## config.mk

```make
export PLATFORM = sky130hd
export DESIGN_NAME = dmem_arbiter
export DESIGN_NICKNAME = d
export VERILOG_FILES = /design/src/rtl/dmem_arbiter.sv
export SDC_FILE = /design/constraint.sdc
export NUM_CORES = 1
export LEC_CHECK = 0
export ABC_AREA = 0
export BUFFER_PORTS_ARGS = -buffer_cell sky130_fd_sc_hd__buf_2
export CORE_ASPECT_RATIO = 1.75
export CORE_MARGIN = 4
export CORE_UTILIZATION = 38
export DETAILED_ROUTE_END_ITERATION = 7
export GPL_TIMING_DRIVEN = 0
export PLACE_DENSITY = 0.69
export SYNTH_ARGS = -nofsm -noshare
export SYNTH_HDL_FRONTEND = slang
export SYNTH_SLANG_ARGS = --single-unit
```

## constraint.sdc

```tcl
create_clock -name clk -period 7 [get_ports clk]
set_input_delay 2.1 -clock clk [delete_from_list [all_inputs] [get_ports clk]]
set_output_delay 2.1 -clock clk [all_outputs]
set_load 0.03 [all_outputs]
```

## src/rtl/dmem_arbiter.sv

```systemverilog
// Two-port data-memory arbiter.
// Port 0 is the pipeline MEM stage and port 1 is the debug/DMA requester.
// Port 0 has priority, and a starvation counter guarantees that port 1 is
// eventually granted. A legal access takes ACCESS then RESP. An illegal
// access never reaches memory and is answered with an error one cycle
// after it is accepted.
module dmem_arbiter #(
  parameter int DM_ADDRESS = 9,
  parameter int DATA_W     = 32,
  parameter int STARVE_MAX = 4
) (
  input  logic                  clk,
  input  logic                  rst_n,
  input  logic                  r0_valid,
  output logic                  r0_ready,
  input  logic                  r0_we,
  input  logic [DM_ADDRESS-1:0] r0_addr,
  input  logic [DATA_W-1:0]     r0_wdata,
  input  logic [2:0]            r0_funct3,
  input  logic                  r1_valid,
  output logic                  r1_ready,
  input  logic                  r1_we,
  input  logic [DM_ADDRESS-1:0] r1_addr,
  input  logic [DATA_W-1:0]     r1_wdata,
  input  logic [2:0]            r1_funct3,
  output logic                  rsp0_valid,
  output logic                  rsp1_valid,
  output logic [DATA_W-1:0]     rsp_rdata,
  output logic                  rsp_err,
  output logic                  mem_MemRead,
  output logic                  mem_MemWrite,
  output logic [DM_ADDRESS-1:0] mem_a,
  output logic [DATA_W-1:0]     mem_wd,
  output logic [2:0]            mem_Funct3,
  input  logic [DATA_W-1:0]     mem_rd
);

  localparam int SW = $clog2(STARVE_MAX + 1);

  typedef enum logic [1:0] {IDLE, ACCESS, RESP} state_t;

  state_t                  state, state_nx;
  logic [SW-1:0]           starve_cnt;
  logic                    we_q, port_q, err_q;
  logic [DATA_W-1:0]       rdata_q;
  logic [DM_ADDRESS-1:0]   a_q;
  logic [DATA_W-1:0]       wd_q;
  logic [2:0]              f3_q;

  logic                    can_accept, pick1, accept;
  logic                    sel_we, sel_legal;
  logic [DM_ADDRESS-1:0]   sel_addr;
  logic [DATA_W-1:0]       sel_wdata;
  logic [2:0]              sel_f3;

  // Check the size code and the natural alignment. LBU is load-only.
  function automatic logic is_legal(input logic we, input logic [2:0] f3,
                                    input logic [1:0] lo);
    logic ok;
    ok = 1'b0;
    case (f3)
      3'b000:  ok = 1'b1;
      3'b001:  ok = ~lo[0];
      3'b010:  ok = (lo == 2'b00);
      3'b100:  ok = ~we;
      default: ok = 1'b0;
    endcase
    return ok;
  endfunction

  // Grant selection. Port 1 wins only when port 0 is idle or port 1 is starved.
  assign can_accept = rst_n && (state == IDLE || state == RESP);
  assign pick1      = r1_valid && (!r0_valid || starve_cnt == SW'(STARVE_MAX));
  assign accept     = r0_ready | r1_ready;

  assign sel_we    = r1_ready ? r1_we     : r0_we;
  assign sel_addr  = r1_ready ? r1_addr   : r0_addr;
  assign sel_wdata = r1_ready ? r1_wdata  : r0_wdata;
  assign sel_f3    = r1_ready ? r1_funct3 : r0_funct3;
  assign sel_legal = is_legal(sel_we, sel_f3, sel_addr[1:0]);

  // The memory address and data hold their values outside ACCESS, so they come straight from their registers.
  assign mem_a      = a_q;
  assign mem_wd     = wd_q;
  assign mem_Funct3 = f3_q;

  // Next-state logic and per-state outputs.
  always_comb begin
    // NOTE: every output gets a default first so that no path through the case infers a latch.
    state_nx     = state;
    r0_ready     = 1'b0;
    r1_ready     = 1'b0;
    mem_MemRead  = 1'b0;
    mem_MemWrite = 1'b0;
    rsp0_valid   = 1'b0;
    rsp1_valid   = 1'b0;
    rsp_rdata    = '0;
    rsp_err      = 1'b0;
    if (can_accept) begin
      r0_ready = r0_valid & ~pick1;
      r1_ready = pick1;
    end
    case (state)
      IDLE: begin
        if (r0_ready || r1_ready) state_nx = sel_legal ? ACCESS : RESP;
      end
      ACCESS: begin
        mem_MemRead  = ~we_q;
        mem_MemWrite = we_q;
        state_nx     = RESP;
      end
      RESP: begin
        rsp0_valid = ~port_q;
        rsp1_valid = port_q;
        rsp_err    = err_q;
        rsp_rdata  = (we_q || err_q) ? '0 : rdata_q;
        if (r0_ready || r1_ready) state_nx = sel_legal ? ACCESS : RESP;
        else                      state_nx = IDLE;
      end
      default: state_nx = IDLE;
    endcase
  end

  // State register.
  always_ff @(posedge clk or negedge rst_n) begin
    // NOTE: sequential state uses non-blocking assignments so that every flop samples pre-edge values.
    if (!rst_n) state <= IDLE;
    else        state <= state_nx;
  end

  // Capture the accepted request and the read data at the end of ACCESS.
  always_ff @(posedge clk or negedge rst_n) begin
    if (!rst_n) begin
      we_q    <= 1'b0;
      port_q  <= 1'b0;
      err_q   <= 1'b0;
      rdata_q <= '0;
      a_q     <= '0;
      wd_q    <= '0;
      f3_q    <= '0;
    end else begin
      if (accept) begin
        we_q   <= sel_we;
        port_q <= r1_ready;
        err_q  <= ~sel_legal;
        if (sel_legal) begin
          a_q  <= sel_addr;
          wd_q <= sel_wdata;
          f3_q <= sel_f3;
        end
      end
      if (state == ACCESS) rdata_q <= mem_rd;
    end
  end

  // Starvation counter. It counts port-0 grants taken while port 1 waits.
  always_ff @(posedge clk or negedge rst_n) begin
    if (!rst_n)                             starve_cnt <= '0;
    else if (r1_ready || !r1_valid)         starve_cnt <= '0;
    else if (r0_ready && starve_cnt != SW'(STARVE_MAX))
                                            starve_cnt <= starve_cnt + SW'(1);
  end

endmodule

```

==> results.ini <==
[synthesis]
synthCells = 369
ys_types = 29
ys_seq_area_frac = 0.517
yosysWarnings = 0
synth_common_cells = 104 x nand2_1, 87 x mux2_2, 84 x dfrtp_1, 33 x and2_1, 13 x clkbuf_1
ys_ff_latch = 84
post_synth_instance_area_sq_um = 4070
synth_edf_count = 0
synth_largest_area_cell = dfrtp_1
netlist.area_leader.share = 0.517
yosys-top-cells-area = dfrtp_1 52%, mux2_2 24%, nand2_1 9.6%
synth_area_per_cell_sq_um = 11.0
synth-main-ff-cell = dfrtp_1
syn-num-nets = 497
async_flop_share = 1.00
yosysMostFrequentCell = nand2_1

[route]
wl_met1_um = 3890
vias_per_cell = 4.78
route.detailed.drc = 0
wl_per_cell_um = 14.9
detail-route-antenna-nets = 0
drt_wl_total_um = 10700
drt_iter0_drc = 57
vias = 3432
wl_met2_um = 5680
maxUsedRoutingLayer = met4
first_pass_iters = 4
met3WireLength_um = 917

[clock_network]
clock_path_buffers = 2
cts_setup_buffers = 0
cts_resized = 0
cts_buffers = 9
cts_tree = yes
clk_latency_ns = 0.33
ctsHtreeMaxLevel = 3
path_clk_slew_ns = 0.06
cts_hold_buf = 0
numClockSinks = 84
cts-root-buf = clkbuf_16

[critical_path]
end_kind = primary output
cpMostUsedCell = buf_2
crit_path_top_delay_cell = buf_4
crit_type = in -> out
startpoint_type = input pin
crit_start = rst_n
worstPathCellList = buf_4 -> buf_16 -> nand2b_1 -> a211oi_2 -> buf_2 -> buf_2 -> buf_2
rr_endpoint = mem_wd[8]$_DFFE_PN0P_
crit_end = r1_ready
rrSetupSlack_ns = 4.44
cp.arrival_ns = 4.24
r2r-start = starve_cnt[0]$_DFFE_PN0P_
ff2ff_path_depth = 8
crit_fanout = 47
max_stage_delay_ns = 0.43
worstPathRequired_ns = 4.90

[power_and_ir_drop]
p_per_area_nw_per_um2 = 315
peakVddDrop_uv = 199
p_leak_nw = 2.92

[finish]
final_nets = 717
antenna_cells = 0
drive_gt1_frac = 0.536
area_growth_pct = 37.5
fill_cells = 930

[timing]
clock.fmax_mhz = 158
slew_viol_final = 0
tns_ns = 0
finalCritPeriodShare = 0.906
holdWs_ns = 0.465
worstMarginPinSlew_ns = 0.701
min_period_ns = 6.34
fin_skew_ns = 0.00421
relSlewSlack = 0.528
finalSetupViolCount = 0
rsz0062_at_grt = false
hold_violations = 0

[flow_run]
max-cap-violations = 0

[outcome]
outcome = finished, final reports clean

[global_routing]
grt_pass1_vias = 3497
antenna_found_initial = 0
grt_first_pass_wirelength_um = 16700
grt.overflow.total = 0
grt_use_total = 0.170
grt_max_degree = 48

[floorplanning]
boundaryPins = 209
die_h_um = 145
core_area_sq_um = 10400
start_util = 0.392
dieArea_sq_um = 12500
die_x_um = 86.2
fp-row-count = 49

[placed_design]
hpwlAfterDp_um = 8730
place.gp.congestion = 0.847
io_buffer_count = 208

[min_path]
hp-class = reg -> reg

cell usage in the layout, fill, tap and decap left out:
| cell | Yosys | final |
|---|---|---|
| buf_2 | 3 | 210 |
| nand2_1 | 104 | 104 |
| mux2_2 | 87 | 87 |
| dfrtp_1 | 84 | 84 |
| and2_1 | 33 | 33 |
| clkbuf_1 | 13 | 14 |
| clkbuf_16 | 0 | 9 |
| inv_1 | 5 | 5 |
| o21ai_0 | 5 | 5 |
| nor2_1 | 4 | 4 |
| buf_6 | 4 | 4 |
| nand2b_1 | 3 | 3 |
| a21oi_1 | 3 | 3 |
| nor2b_1 | 2 | 2 |
| o31a_1 | 2 | 2 |
| nand4_1 | 2 | 2 |
| ha_1 | 2 | 2 |
| bufinv_16 | 0 | 2 |
| nor3_1 | 1 | 1 |
| a31oi_1 | 1 | 1 |
| a211oi_2 | 1 | 1 |
| o32ai_1 | 1 | 1 |
| nand3_1 | 1 | 1 |
| o32a_1 | 1 | 1 |
| a211o_1 | 1 | 1 |
| a21oi_4 | 1 | 1 |
| mux2i_1 | 1 | 1 |
| a21o_1 | 1 | 1 |
| nor3b_1 | 1 | 1 |
| nand4b_1 | 1 | 1 |
| mux2_1 | 1 | 1 |
| clkinv_2 | 0 | 1 |
| buf_4 | 0 | 1 |
| buf_16 | 0 | 1 |
where the power goes:
| part | switching, mW | internal, mW |
|---|---|---|
| Combinational | 0.358 | 0.214 |
| Sequential | 0.0718 | 0.637 |
| Clock | 0.172 | 0.306 |
worst max-delay path, delay by kind of cell:
family / cells / cell delay (ns)
buf+inv: 5 / 1.57
simple gates: 1 / 0.16
compound gates: 1 / 0.38
stage by stage:
stage / worst slack, ns / cell area, sq um / instances / power [mW] / util
3_3_place_gp: -0.362 / 5270 / 704 / 1.28 / 0.508
4_1_cts: 0.524 / 5590 / 718 / 1.79 / 0.539
5_1_grt: 0.364 / 5590 / 718 / 1.86 / 0.539
3_5_place_dp: 0.523 / 5300 / 705 / 1.30 / 0.511
6_report: 0.656 / 5590 / 718 / 1.76 / 0.539
2_1_floorplan: 1.87 / 4070 / 369 / 1.09 / -
cell families (layout without fill, tap and decap cells):
kind of cell / count (synthesis) / count (layout) / synth area share
buf+inv: 25 / 247 / 0.0314
flops: 84 / 84 / 0.517
simple gates: 152 / 152 / 0.168
fa+ha+maj: 2 / 2 / 0.00615
mux: 89 / 89 / 0.246
compound gates: 17 / 17 / 0.0314
how the worst min path moves through the flow:
stage	start	end	cells after the start
finish	rdata_q[3]$_DFFE_PN0N_	rdata_q[3]$_DFFE_PN0N_	2
global route	rdata_q[3]$_DFFE_PN0N_	rdata_q[3]$_DFFE_PN0N_	2
CTS	rdata_q[16]$_DFFE_PN0N_	rdata_q[16]$_DFFE_PN0N_	2
detailed placement	rdata_q[1]$_DFFE_PN0N_	rdata_q[1]$_DFFE_PN0N_	2
global placement	rdata_q[29]$_DFFE_PN0N_	rdata_q[29]$_DFFE_PN0N_	2
floorplan	rdata_q[0]$_DFFE_PN0N_	rdata_q[0]$_DFFE_PN0N_	2
layout make-up:
type,instances,area [sq um],area share
clock buffer,10,229,0.0410
tap,127,159,0.0284
multi-input combinational,260,1840,0.328
timing repair buffer,209,1070,0.192
inverter,5,18.8,0.00336
clock inverter,3,65.1,0.0116
buffer,20,109,0.0195
sequential,84,2100,0.376
state kept, by name (all words and copies together) (netlist names):
register and cells:
mem_Funct3 3, state 2, err_q 1, we_q 1, rdata_q 32, mem_wd 32, port_q 1, starve_cnt 3
mem_a 9
layer usage:
layer / GRT usage / vias up
met3: 0.0476 / 17
met2: 0.308 / 154
met5: 0 / -
met4: 0.0722 / 0
met1: 0.185 / 1596
li1: - / 1665
Power figures use the tool's default switching activity.
